$ cat src/rtl/time_date_counter.sv
// Time-of-day and Gregorian calendar counter advanced by a centisecond strobe, with validated load.
// Optional alarm comparator is compiled in when TIME_DATE_ALARM_EN is defined.
module time_date_counter #(
    parameter int TICKS_PER_SEC = 100,
    parameter int YEAR_RESET    = 1970,
    parameter int YEAR_W        = 15
) (
    input  logic              clockSignal,
    input  logic              resetN,
    input  logic              tick,
    input  logic              load,
    input  logic [4:0]        loadHours,
    input  logic [5:0]        loadMinutes,
    input  logic [5:0]        loadSeconds,
    input  logic [4:0]        loadDate,
    input  logic [3:0]        loadMonth,
    input  logic [YEAR_W-1:0] loadYear,
    input  logic [2:0]        loadDay,
`ifdef TIME_DATE_ALARM_EN
    input  logic              alarmArm,
    input  logic [4:0]        alarmHours,
    input  logic [5:0]        alarmMinutes,
    output logic              alarmMatch,
`endif
    output logic [6:0]        centiseconds,
    output logic [5:0]        seconds,
    output logic [5:0]        minutes,
    output logic [4:0]        hours,
    output logic [4:0]        date,
    output logic [3:0]        month,
    output logic [YEAR_W-1:0] year,
    output logic [2:0]        day,
    output logic              secondPulse,
    output logic              loadError
);

    function automatic logic is_leap(input logic [YEAR_W-1:0] y);
        return (y[1:0] == 2'd0) &&
               (((y % YEAR_W'(100)) != '0) || ((y % YEAR_W'(400)) == '0));
    endfunction

    function automatic logic [4:0] days_in_month(input logic [3:0] m, input logic leap);
        case (m)
            4'd4, 4'd6, 4'd9, 4'd11: return 5'd30;
            4'd2:                    return leap ? 5'd29 : 5'd28;
            default:                 return 5'd31;
        endcase
    endfunction

    // Carry chain: each stage wraps only when all lower stages wrap on this tick.
    logic [4:0] month_len;
    logic       cs_wrap, sec_wrap, min_wrap, hr_wrap, date_wrap, month_wrap;
    logic       load_ok;

    assign month_len  = days_in_month(month, is_leap(year));
    assign cs_wrap    = (centiseconds == 7'(TICKS_PER_SEC - 1));
    assign sec_wrap   = cs_wrap && (seconds == 6'd59);
    assign min_wrap   = sec_wrap && (minutes == 6'd59);
    assign hr_wrap    = min_wrap && (hours == 5'd23);
    assign date_wrap  = hr_wrap && (date == month_len);
    assign month_wrap = date_wrap && (month == 4'd12);

    assign load_ok = (loadHours <= 5'd23) && (loadMinutes <= 6'd59) && (loadSeconds <= 6'd59) &&
                     (loadMonth >= 4'd1) && (loadMonth <= 4'd12) && (loadDate >= 5'd1) &&
                     (loadDate <= days_in_month(loadMonth, is_leap(loadYear))) &&
                     (loadDay <= 3'd6);

    always_ff @(posedge clockSignal or negedge resetN) begin
        if (!resetN) begin
            centiseconds <= '0;
            seconds      <= '0;
            minutes      <= '0;
            hours        <= '0;
            date         <= 5'd1;
            month        <= 4'd1;
            year         <= YEAR_W'(YEAR_RESET);
            day          <= 3'd4;
            secondPulse  <= 1'b0;
            loadError    <= 1'b0;
        end else begin
            secondPulse <= 1'b0;
            // Load has priority; a coincident tick is dropped, not deferred.
            if (load) begin
                loadError <= !load_ok;
                if (load_ok) begin
                    centiseconds <= '0;
                    seconds      <= loadSeconds;
                    minutes      <= loadMinutes;
                    hours        <= loadHours;
                    date         <= loadDate;
                    month        <= loadMonth;
                    year         <= loadYear;
                    day          <= loadDay;
                    secondPulse  <= 1'b1;
                end
            end else if (tick) begin
                centiseconds <= cs_wrap ? '0 : centiseconds + 7'd1;
                if (cs_wrap) begin
                    seconds     <= sec_wrap ? '0 : seconds + 6'd1;
                    secondPulse <= 1'b1;
                end
                if (sec_wrap) minutes <= min_wrap ? '0 : minutes + 6'd1;
                if (min_wrap) hours <= hr_wrap ? '0 : hours + 5'd1;
                if (hr_wrap) begin
                    date <= date_wrap ? 5'd1 : date + 5'd1;
                    day  <= (day == 3'd6) ? 3'd0 : day + 3'd1;
                end
                if (date_wrap) month <= month_wrap ? 4'd1 : month + 4'd1;
                if (month_wrap) year <= year + 1'b1;
            end
        end
    end

`ifdef TIME_DATE_ALARM_EN
    logic [5:0] next_min;
    logic [4:0] next_hr;
    logic       alarm_hit;

    assign next_min  = min_wrap ? '0 : minutes + 6'd1;
    assign next_hr   = hr_wrap ? '0 : (min_wrap ? hours + 5'd1 : hours);
    assign alarm_hit = alarmArm && (load ?
        (load_ok && (loadSeconds == 6'd0) && (loadHours == alarmHours) && (loadMinutes == alarmMinutes)) :
        (tick && sec_wrap && (next_hr == alarmHours) && (next_min == alarmMinutes)));

    always_ff @(posedge clockSignal or negedge resetN) begin
        if (!resetN) alarmMatch <= 1'b0;
        else         alarmMatch <= alarm_hit;
    end
`endif

endmodule

$ cat config.mk
export PLATFORM = sky130hd
export DESIGN_NAME = time_date_counter
export DESIGN_NICKNAME = d
export VERILOG_FILES = /design/src/rtl/time_date_counter.sv
export SDC_FILE = /design/constraint.sdc
export NUM_CORES = 1
export LEC_CHECK = 0
export ABC_CLOCK_PERIOD_IN_PS = 13200
export CAP_MARGIN = 5
export CORE_ASPECT_RATIO = 0.9
export CORE_UTILIZATION = 55
export CTS_CLUSTER_DIAMETER = 100
export CTS_CLUSTER_SIZE = 28
export DETAILED_ROUTE_END_ITERATION = 8
export PLACE_DENSITY = 0.81
export SYNTH_ARGS = -nofsm -noshare
export SYNTH_HDL_FRONTEND = slang
export SYNTH_SLANG_ARGS = --single-unit
$ cat constraint.sdc
create_clock -name clockSignal -period 13.2 [get_ports clockSignal]
set_input_delay 1.32 -clock clockSignal [delete_from_list [all_inputs] [get_ports clockSignal]]
set_output_delay 1.32 -clock clockSignal [all_outputs]
set_load 0.02 [all_outputs]
Yosys cells after proc, flatten, opt, wreduce, memory -nomap -nowiden
Index checks and enable logic that the tools add are counted.

word-level totals
  register bits = 53
  latch bits = 0
  bits in writable memories = 0
  ROM bits = 0
  input bits = 48
  output and inout port bits = 53
  word-level logic and storage cells = 133
  memories kept = 0

operators by class
  add/sub/neg operators = 8
  multipliers = 0
  divide/modulo/power cells = 4
  $lt $le $gt $ge = 8
  equal/unequal tests = 18
  shifts and indexed selects = 0
  multiplexer cells = 46
  bitwise logic cells = 0
  reduce and logical (&&, ||, !) cells = 39

operators with widths
  cell                     count
  $mux W15                 4
  $mux W6                  10
  $mux W5                  10
  $logic_not A15 Y1        2
  $mod A15 B7 Y15 const B  2
  $mod A15 B9 Y15 const B  2
  $reduce_bool A15 Y1      2
  $mux W7                  4
  $eq A4 B4 Y1 const B     5
  $mux W4                  5
  $reduce_and A3 Y1        6
  $eq A4 B3 Y1 const B     4
  $add A15 B1 Y15 const B  1
  $mux W3                  5
  $logic_and A1 B1 Y1      14
  $reduce_bool A2 Y1       7
  $add A6 B1 Y6 const B    2
  $eq A6 B6 Y1 const B     2
  $le A6 B6 Y1 const B     2
  $add A5 B1 Y5 const B    2
  $eq A4 B2 Y1 const B     2
  $pmux W2 S2              2
  $reduce_or A4 Y1         2
  $add A7 B1 Y7 const B    1
  other kinds (18)         25

Longest topological paths before layout
  depth after elaboration = 13
  gate-level depth with buffers = 33
  depth with buffers taken out = 29

Least setup slack after synthesis
No wires, ideal clock.

  path kind = input to register
  start = input port loadYear[10]
  end = register date[2]
  setup time = 0.126 ns
  arrival time = 7.944 ns
  required time = 13.074 ns
  path slack = 5.130 ns
  stages = 29
  buffers on the path = 2
  cell sequence = clkbuf_1 -> or4b_2 -> a21boi_0 -> o32ai_1 -> a2111oi_0 -> or2_2 -> a22oi_1 -> a31oi_1 -> clkbuf_1 -> o31a_1 -> a211o_1 -> a21oi_1 -> nor2_1 -> a311oi_1 -> a21oi_1 -> mux2_2 -> or2_2 -> a211oi_1 -> nor2_1 -> mux2i_1 -> nor3b_1 -> a21oi_1 -> ha_1 -> and2_1 -> o311ai_1 -> o21ai_0 -> nand3b_1 -> a211oi_1 -> a221o_1

on the way
  cells in the longest elaborated chain, start to end = 11
  elaborated cells on any way between the ends = 13
  those cells by class = div: 2; order compare: 1; eq/ne: 1; mux: 2; reduce/logical: 7

ends and longest elaborated chain
  element                                                          line  source
  start: declaration                                               17    input logic [YEAR_W-1:0] loadYear,
  $mod A15 B7 Y15 / $mod A15 B9 Y15 (equally long branches)        39    (((y % YEAR_W'(100)) != '0) || ((y % YEAR_W'(400)) == '0));
  $reduce_bool A15 Y1 / $logic_not A15 Y1 (equally long branches)  39
  $logic_or A1 B1 Y1 (*)                                           39
  $logic_and A1 B1 Y1 (*)                                          38    return (y[1:0] == 2'd0) &&
  $mux W1 (*)                                                      45    4'd2: return leap ? 5'd29 : 5'd28;
  $pmux W2 S2 (*)                                                  43    case (m)
  $le A5 B5 Y1 (*)                                                 65    (loadDate <= days_in_month(loadMonth, is_leap(loadYear))) &&
  $logic_and A1 B1 Y1 (*)                                          64    (loadMonth >= 4'd1) && (loadMonth <= 4'd12) && (loadDate >= 5'd1) &&
  $logic_and A1 B1 Y1 (*)                                          65
  $ne A2 B1 Y1 (no line) (*)                                       -
  $reduce_and A3 Y1 (no line) (*)                                  -
  end signal: assignment                                           90    date <= loadDate;
  end signal: assignment                                           105   date <= date_wrap ? 5'd1 : date + 5'd1;
  end: declaration                                                 29    output logic [4:0] date,

Mark *: on every way between the ends. The rest lies on a longest branch, timed or not.
A chain may end at the register's enable or synchronous reset.

Final worst setup path
  start = input port loadYear[14]
  end = register minutes[3]

on the way
  cells in the longest elaborated chain, start to end = 11
  elaborated cells on any way between the ends = 13
  those cells by class = div: 2; order compare: 1; eq/ne: 1; mux: 2; reduce/logical: 7

ends and longest elaborated chain
  element                                                          line  source
  $mod A15 B7 Y15 / $mod A15 B9 Y15 (equally long branches)        39
  $reduce_bool A15 Y1 / $logic_not A15 Y1 (equally long branches)  39
  $logic_or A1 B1 Y1 (*)                                           39
  $logic_and A1 B1 Y1 (*)                                          38
  $mux W1 (*)                                                      45
  $pmux W2 S2 (*)                                                  43
  $le A5 B5 Y1 (*)                                                 65
  $logic_and A1 B1 Y1 (*)                                          64
  $logic_and A1 B1 Y1 (*)                                          65
  $ne A2 B1 Y1 (no line) (*)                                       -
  $reduce_and A3 Y1 (no line) (*)                                  -
  end signal: assignment                                           88    minutes <= loadMinutes;
  end signal: assignment                                           102   if (sec_wrap) minutes <= min_wrap ? '0 : minutes + 6'd1;
  end: declaration                                                 27    output logic [5:0] minutes,

Marked as above.

==> impl_metrics.env <==
export IMPL_core_area_mm2=0.0121
export IMPL_cts_sinks=53
export IMPL_swShare_pct=52.2
export IMPL_fmax_mhz=101
export IMPL_drt_antenna_violating_nets=0
export IMPL_cts_tree="done"
export IMPL_grt_max_degree=54
export IMPL_grt_pass1_wl_um=32000
export IMPL_synth_cell_types=94
export IMPL_synthesis_area_mm2=0.00681
export IMPL_area_delta_synth_final_pct=16.8
export IMPL_ir_drop_v=0.000143
export IMPL_dieArea_mm2=0.0128
export IMPL_run_status="completed"
export IMPL_antenna_found_initial=0
export IMPL_n_antenna_cell=0
export IMPL_start_util_pct=56.4
export IMPL_drv_cap=0
export IMPL_hold_depth=2
export IMPL_critPathRequiredTime_ns=13.36
export IMPL_timing_worst_setup_path_type="input port to flop"
export IMPL_final_cell_mix="98 x clkdlybuf4s50_1, 77 x nor2_1, 75 x o21ai_0, 75 x nand2_1, 59 x a21oi_1"
export IMPL_routed_top_layer="met4"
export IMPL_synth_top_family_by_area="compound AO/OA/AOI/OAI gates"
export IMPL_yosys_area_share_simple_pct=25.7
export IMPL_drive_above_1_share_pct=7.79
export IMPL_ios=101
export IMPL_wl_um=19500
export IMPL_hpwlAfterDp_um=14000
export IMPL_finalCritPeriodShare_pct=75.1
export IMPL_finClkSkew_ns=0.00707
export IMPL_setup_tns_ns=0
export IMPL_critPathCaptureType="flop"
export IMPL_clk_pin_slew_worst_paths_ns=0.07
export IMPL_drc=0
export IMPL_rr_worst_depth=21
export IMPL_fin_cells=1135
export IMPL_die_h_um=108
export IMPL_gr_total_overflow=0
export IMPL_synth_compound_area_share_pct=39.7
export IMPL_power_frac_seq_pct=16.7
export IMPL_ys_warn_count=0
export IMPL_internal_power_uw=833
export IMPL_p_leak_uw=0.00298
export IMPL_maxSlewHeadroom_pct=15.4
export IMPL_rows=38
export IMPL_layout_commonest_cell="clkdlybuf4s50_1"
export IMPL_cts_hold_buf=0
export IMPL_synth_top_area_share_pct=15.8
export IMPL_fin_nets=1035
export IMPL_drt_iter0_markers=831
export IMPL_yosys_area_top_type="dfrtp_1"
export IMPL_synth_seq_cells=53
export IMPL_cp_slowest_cell="o21ai_0"
export IMPL_p_sw_uw=910
export IMPL_synthAdderAreaFrac_pct=2.83
export IMPL_met2WireLength_um=8940
export IMPL_synth_xor_xnor_area_share_pct=2.57
export IMPL_startpoint_type="input port"
export IMPL_drv_slew=0
export IMPL_clkPwrFrac_pct=9.0
export IMPL_htree_levels=2
export IMPL_crit_arrival_ns=10.07
export IMPL_placed_cells=1127
export IMPL_grt_usage_pct=30.3
export IMPL_cp_max_fo=20
export IMPL_cts_buffer_depth=2
export IMPL_synth_edf_count=0
export IMPL_clk_latency_ns=0.30
export IMPL_synth_area_top_cells="dfrtp_1 16%, o21ai_0 5.5%, a21oi_1 4.3%"
export IMPL_fill_cells=1063
export IMPL_dr_wl_met3_um=1410
export IMPL_post_cts_setup_buffer_count=0
export IMPL_async_flop_share_pct=100
export IMPL_synth_flop_cell="dfrtp_1"
export IMPL_synth_avg_cell_area_um2=7.36
export IMPL_routabilityCongestion=0.884
export IMPL_io_buffers=100
export IMPL_syn_inst=925
export IMPL_drt_pass1_iter_count=6
export IMPL_grt_pass1_vias=6490
export IMPL_vias=7600
export IMPL_synth_fp_nets=986
export IMPL_ctsRootBufferMaster="clkbuf_16"
export IMPL_cellPowerDensity_mw_per_mm2=219
export IMPL_met1Wirelength_um=8880
export IMPL_ctsResizeCount=0
export IMPL_die_w_um=119
export IMPL_tightestPinTransition_ns=1.26
export IMPL_cts_buffers=5
export IMPL_fin_crit_ns=9.91
export IMPL_seq_area_frac_synth_pct=19.7
export IMPL_setup_violations=0
export IMPL_wl_per_cell_um=17.2
export IMPL_vias_per_cell=6.70
export IMPL_r2r_setup_slack_ns=6.03
export IMPL_p_comb_share_pct=74.3
export IMPL_rsz0062_at_grt="false"
export IMPL_report_final_hold_viol_count=0
export IMPL_synthMuxAreaShare_pct=3.68
export IMPL_cpPeakStageDelay_ns=1.07
export IMPL_hp_class="flop to flop"
[power groups by stage]
stage | logic [µW] | clock network, µW | registers, µW
3_5_place_dp | 1270 | 0 | 289
6_report | 1290 | 157 | 290
4_1_cts | 1280 | 159 | 288
3_3_place_gp | 1260 | 0 | 288
2_1_floorplan | 1010 | 0 | 299
5_1_grt | 1410 | 167 | 299
[critical path: cells and delay by family]
| family | cells | cell delay (ns) |
|---|---|---|
| AND/OR/NAND/NOR | 6 | 1.55 |
| buffers and inverters | 1 | 0.86 |
| multiplexers | 2 | 0.47 |
| XOR/XNOR | 2 | 0.44 |
| adder cells (fa/ha/maj) | 1 | 0.26 |
| AO/OA/AOI/OAI | 16 | 5.14 |
[metrics by stage]
stage	utilization (%)	area (µm²)	hold WS [ns]	total power, µW	setup WS [ns]
2_1_floorplan	-	6810	0.535	1310	5.13
3_3_place_gp	64.4	7770	0.513	1540	3.46
3_5_place_dp	64.4	7770	0.511	1560	3.09
4_1_cts	65.8	7950	0.528	1720	3.36
5_1_grt	65.8	7950	0.555	1880	2.34
6_report	65.8	7950	0.522	1740	3.29
[cell usage after synthesis (16+ instances only)]
| cell | n |
|---|---|
| nor3_1 | 34 |
| o211ai_1 | 16 |
| and3_1 | 16 |
| o21ai_0 | 75 |
| a211oi_1 | 24 |
| a21oi_1 | 59 |
| clkbuf_1 | 47 |
| nand2_1 | 75 |
| inv_1 | 31 |
| mux2i_1 | 16 |
| nand3_1 | 48 |
| nor2_1 | 77 |
| dfrtp_1 | 43 |
[sequential cells by signal, indices dropped and copies added (netlist names)]
register      cells
year             15
centiseconds      7
minutes           6
seconds           6
date              5
hours             5
month             4
day               3
loadError         1
secondPulse       1
[cells by family after synthesis]
| kind of cell | after synthesis |
|---|---|
| XOR/XNOR | 20 |
| adder cells (fa/ha/maj) | 16 |
| multiplexers | 22 |
| buffers and inverters | 96 |
| AO/OA/AOI/OAI | 371 |
| AND/OR/NAND/NOR | 347 |
| flip-flops | 53 |
[area by class of cell]
| class | instances | area, µm² | share of cell area [%] |
|---|---|---|---|
| multi-input cells | 776 | 5070 | 63.8 |
| flip-flops and latches | 53 | 1340 | 16.8 |
| repair buffers | 107 | 1040 | 13.1 |
| well taps | 160 | 200 | 2.52 |
| clock buffers | 5 | 125 | 1.57 |
| inverters | 31 | 116 | 1.46 |
| clock inverters | 3 | 50.0 | 0.630 |
[layer usage]
| layer | global-route usage, % | vias to the layer above |
|---|---|---|
| met5 | 0 | - |
| met4 | 7.59 | 0 |
| met3 | 3.39 | 31 |
| met2 | 47.8 | 307 |
| met1 | 43.9 | 3581 |
| li1 | - | 3681 |
[path summary, 6_finish.rpt]
path	start	endpoint
worst max-delay path	loadYear[14]	minutes[3]
worst min-delay path	loadError	loadError
worst max register to register	year[11]	month[2]
worst min register to register	loadError	loadError
max in group asynchronous	resetN	year[6]
min in group asynchronous	resetN	loadError
No activity file was read; power rests on OpenSTA's default activity.
